===== src/rtl/display_scan.sv =====
// rtl/display_scan.sv - six-digit HH:MM:SS time-multiplexed scan driver
module display_scan #(
    parameter int SCAN_DIV = 50000,
    parameter int GUARD    = 500
) (
    input  logic        clk,
    input  logic        rst,
    input  logic        en,
    input  logic [23:0] digits,
    input  logic        blank_lz,
    input  logic        colon,
    output logic [3:0]  num,
    output logic [5:0]  an_n,
    output logic        dp_n,
    output logic [2:0]  slot
);

    localparam int PW = $clog2(SCAN_DIV);
    localparam logic [PW-1:0] PRE_LAST = PW'(SCAN_DIV - 1);
    localparam logic [PW-1:0] GUARD_V  = PW'(GUARD);

    logic [PW-1:0] pre;
    logic [2:0]    slot_q;
    logic [23:0]   snap_digits;
    logic          snap_en;
    logic          snap_blz;
    logic          snap_colon;
    logic          load_pend;

    logic          wrap;
    logic          frame_end;
    logic [3:0]    cur;
    logic          visible;

    assign wrap      = (pre == PRE_LAST);
    assign frame_end = wrap && (slot_q == 3'd5);

    always_ff @(posedge clk) begin
        if (rst) begin
            pre         <= '0;
            slot_q      <= 3'd0;
            snap_digits <= 24'h0;
            snap_en     <= 1'b0;
            snap_blz    <= 1'b0;
            snap_colon  <= 1'b0;
            load_pend   <= 1'b1;
        end else begin
            pre <= wrap ? '0 : pre + 1'b1;
            if (wrap)
                slot_q <= (slot_q == 3'd5) ? 3'd0 : slot_q + 3'd1;
            // Sampling only at the frame boundary keeps each frame coherent.
            if (frame_end || load_pend) begin
                snap_digits <= digits;
                snap_en     <= en;
                snap_blz    <= blank_lz;
                snap_colon  <= colon;
            end
            load_pend <= 1'b0;
        end
    end

    always_comb begin
        cur = 4'h0;
        case (slot_q)
            3'd0:    cur = snap_digits[3:0];
            3'd1:    cur = snap_digits[7:4];
            3'd2:    cur = snap_digits[11:8];
            3'd3:    cur = snap_digits[15:12];
            3'd4:    cur = snap_digits[19:16];
            3'd5:    cur = snap_digits[23:20];
            default: cur = 4'h0;
        endcase
    end

    always_comb begin
        visible = snap_en && (pre >= GUARD_V) && (cur <= 4'd9)
                  && !((slot_q == 3'd5) && snap_blz && (cur == 4'd0));
        num  = (cur > 4'd9) ? 4'hF : cur;
        an_n = visible ? ~(6'b000001 << slot_q) : 6'b111111;
        dp_n = !(visible && snap_colon && ((slot_q == 3'd2) || (slot_q == 3'd4)));
    end

    assign slot = slot_q;

endmodule


===== config.mk =====
export PLATFORM = sky130hd
export DESIGN_NAME = display_scan
export DESIGN_NICKNAME = d
export VERILOG_FILES = /design/src/rtl/display_scan.sv
export SDC_FILE = /design/constraint.sdc
export NUM_CORES = 1
export LEC_CHECK = 0
export CAP_MARGIN = 20
export CORE_AREA = 8 8 84 86
export CTS_CLUSTER_DIAMETER = 30
export DETAILED_ROUTE_END_ITERATION = 8
export DIE_AREA = 0 0 92 94
export HOLD_SLACK_MARGIN = 0.08
export PLACE_DENSITY = 0.69
export SKIP_CTS_REPAIR_TIMING = 1
export SLEW_MARGIN = 5
export SYNTH_ARGS = -nofsm -noshare
export SYNTH_HDL_FRONTEND = slang
export SYNTH_SLANG_ARGS = --single-unit

===== constraint.sdc =====
create_clock -name clk -period 4 [get_ports clk]
set_clock_uncertainty 0.1 [all_clocks]
set_input_delay 0.4 -clock clk [delete_from_list [all_inputs] [get_ports clk]]
set_output_delay 0.4 -clock clk [all_outputs]
set_load 0.05 [all_outputs]

==> impl_results.md <==
- Status: finished clean
- Reg clk slew, reported paths: 0.09 ns
- Cell Count, Final, Fillers Out: 348
- WL final: 4.95 mm
- Multi-input gate area: 1160 µm²
- Die area: 8650 µm²
- Hold Crit Class: reg2reg
- Post-Route Setup TNS: 0 ns
- # fillers: 565
- Post-synth EDFFs: 0
- Port buffer count: 42
- Vias in the first global route: 1713
- Register Area: 941 µm²
- Total CTS buffers: 5
- Die height: 94 µm
- Final Hold Fails: 0
- Placer congestion estimate: 0.850
- Core area: 5750 µm²
- Met3 usage: 0.0432
- Initial DRC count: 102
- Crit path arrival time: 3.13 ns
- DP Area: 2640 µm²
- Critical path's slowest cell: clkdlybuf4s50_1
- Antenna Cells: 0
- Post-DP HPWL: 3.63 mm
- Worst R2R Setup Slack: 1.49 ns
- RSZ-0062 raised after global routing: false
- Ports: 43
- Final Cell Area: 2760 µm²
- CTS Buffer Depth: 2
- Inst Count DP: 340
- Largest net degree at the start of global routing: 34
- DRT Pass-1 Iters: 4
- Congestion Overflow GR: 0
- Initial Util: 0.388
- Width of the die: 92 µm
- Post-synthesis cell area: 2230 µm²
- CTS tree: built
- Final Cycle Share: 0.907
- Met1 usage in global routing: 0.137
- Worst Setup End Kind: primary output
- Cell row count: 28
- Max-slew headroom: 0.268
- Post-DR wirelength/cell: 14.2 µm
- Clock Latency Late Sink: 0.31 ns
- Setup CP Type: reg2out
- Max Cap Violations: 0
- Synth Net Count: 268
- Total vias in the final route: 1709
- Final slew viol count: 0
- P&R area growth vs syn: 23.9%
- First-pass GRT wire length: 8.18 mm
- Final setup violating endpoints: 0
- Pre-CTS WS: 0.726 ns
- Clk sinks: 47
- Peak supply drop: 0.297 mV
- F_max: 276 MHz
- Overall Global Routing Usage: 0.116
- Syn Area/Cell: 9.44 µm²
- Slack of the critical path: 0.372 ns
- Buf/Inv on CP: 1
- Predominant post-synthesis flop cell: dfxtp_1
- Final min period: 3.63 ns
- Crit path max fanout: 19
- Syn Inst Count: 236
- Layout Nets: 304
- GR Util met2: 0.195
- Count of different cell masters after synthesis: 46
- WP data required: 3.50 ns
- Number of remaining DRC errors: 0
- Initial antenna violation count: 0
- Vias/cell: 4.91
- Leakage: 1.09 nW
- Max stage delay on crit path: 0.85 ns
- Type of origin of the critical path: flop
- CP delay by family, top: buffers and inverters
- Clk Tree Root Cell: clkbuf_8
- Share of cells above drive strength 1: 0.0623
- Slew @ Worst Pin: 1.10 ns
- Register bit total from synthesis: 47
- Sequence of cells on the critical path: and2_1, ha_1, a22oi_1, o311ai_1, nand4bb_1, o2111ai_1, clkdlybuf4s50_1
- Power density cells: 349 nW/µm²
- Synthesis Warnings: 0
- Asr flop ratio synth: 0
- Top Usage Layer GRT: met2
- Detail Route Antenna Nets: 0
- Seq/Total Area, Yosys: 0.422
- H-Tree Depth: 2
## layout make-up
cell class                 count  share of cell area
clock buffer                   5              0.0249
clock inverter                 3              0.0172
inverter                       6             0.00816
multi-input combinational    169               0.420
sequential                    47               0.341
tap                           75              0.0340
timing repair buffer          43               0.155
## per-layer routing
metal  wire [µm]  vias to the layer above  part of all wire
met2        2330                       44              0.47
met4          19                        0            0.0038
met3         321                        2             0.065
li1            -                      881                 -
met5           0                        -                 0
met1        2280                      782              0.46
## state kept, by name, indices dropped and copies added, names as in the netlist
name and cells:
snap_digits 24, snap_colon 1, snap_en 1, load_pend 1, pre 16, snap_blz 1
slot 3
## cells by family after synthesis
logic type      share of synthesized area
flops                               0.422
simple gates                        0.218
fa+ha+maj                          0.0168
compound gates                     0.0601
buf+inv                            0.0612
mux                                 0.158
xor+xnor                           0.0629
## cell usage after synthesis (2+ instances only)
cell type  number  area share
nor2_1         51       0.086
dfxtp_1        47        0.42
mux2i_1        33        0.15
nand2_1        10       0.017
nand3_1        10       0.022
xor2_1         10       0.039
inv_1           6       0.010
xnor2_1         6       0.024
buf_2           5       0.011
clkbuf_1        4      0.0067
nand4_1         4       0.011
and3_1          3      0.0084
buf_6           3       0.015
ha_1            3       0.017
a21oi_1         2      0.0045
a221o_1         2      0.0090
and3b_1         2      0.0079
and4_1          2      0.0079
buf_12          2       0.018
mux2_2          2       0.010
nand2b_1        2      0.0056
o2111ai_1       2      0.0079
o22ai_1         2      0.0056
## worst register-to-register path: cells and delay by family (launching register included)
kind	cells	cell delay, ns
AOI/OAI and AO/OA	1	0.86
and+or+nand+nor	3	0.55
DFF	1	0.36
muxes	1	0.30
adders and majority gates	1	0.24
## per-stage QoR
stage / util / power [mW] / hold slack, ns
after global placement: 0.460 / 0.616 / 0.376
final: 0.480 / 0.962 / 0.396
after CTS: 0.480 / 0.971 / 0.406
after floorplan: - / 0.573 / 0.328
after detailed placement: 0.460 / 0.617 / 0.385
after global routing: 0.480 / 1.00 / 0.427
## final timing paths
| path | from | end | cells past startpoint |
|---|---|---|---|
| max | slot[0]$_SDFFE_PP0N_ | an_n[3] | 7 |
| min | pre[0]$_SDFF_PP0_ | pre[0]$_SDFF_PP0_ | 1 |
| max reg2reg | pre[0]$_SDFF_PP0_ | snap_digits[17]$_SDFFE_PP0P_ | 6 |
| min reg2reg | pre[0]$_SDFF_PP0_ | pre[0]$_SDFF_PP0_ | 1 |
## placed cells by master (no fill, tap or decap), types with 2 or more instances in the layout
| cell | instances |
|---|---|
| nor2_1 | 51 |
| mux2_2 | 2 |
| nand3_1 | 10 |
| clkdlybuf4s50_1 | 42 |
| ha_1 | 3 |
| xnor2_1 | 6 |
| mux2i_1 | 33 |
| a21oi_1 | 2 |
| nand2_1 | 10 |
| nand2b_1 | 2 |
| a221o_1 | 2 |
| xor2_1 | 10 |
| and4_1 | 2 |
| inv_1 | 6 |
| o2111ai_1 | 2 |
| nand4_1 | 4 |
| o22ai_1 | 2 |
| dfxtp_1 | 47 |
| clkbuf_8 | 5 |
| and3b_1 | 2 |
| and3_1 | 3 |
## report_power, final
group	switching [mW]	total, mW	internal, mW
Combinational	0.0480	0.103	0.0553
Clock	0.168	0.357	0.189
Sequential	0.0142	0.501	0.487
No activity file was read; power rests on OpenSTA's default activity.
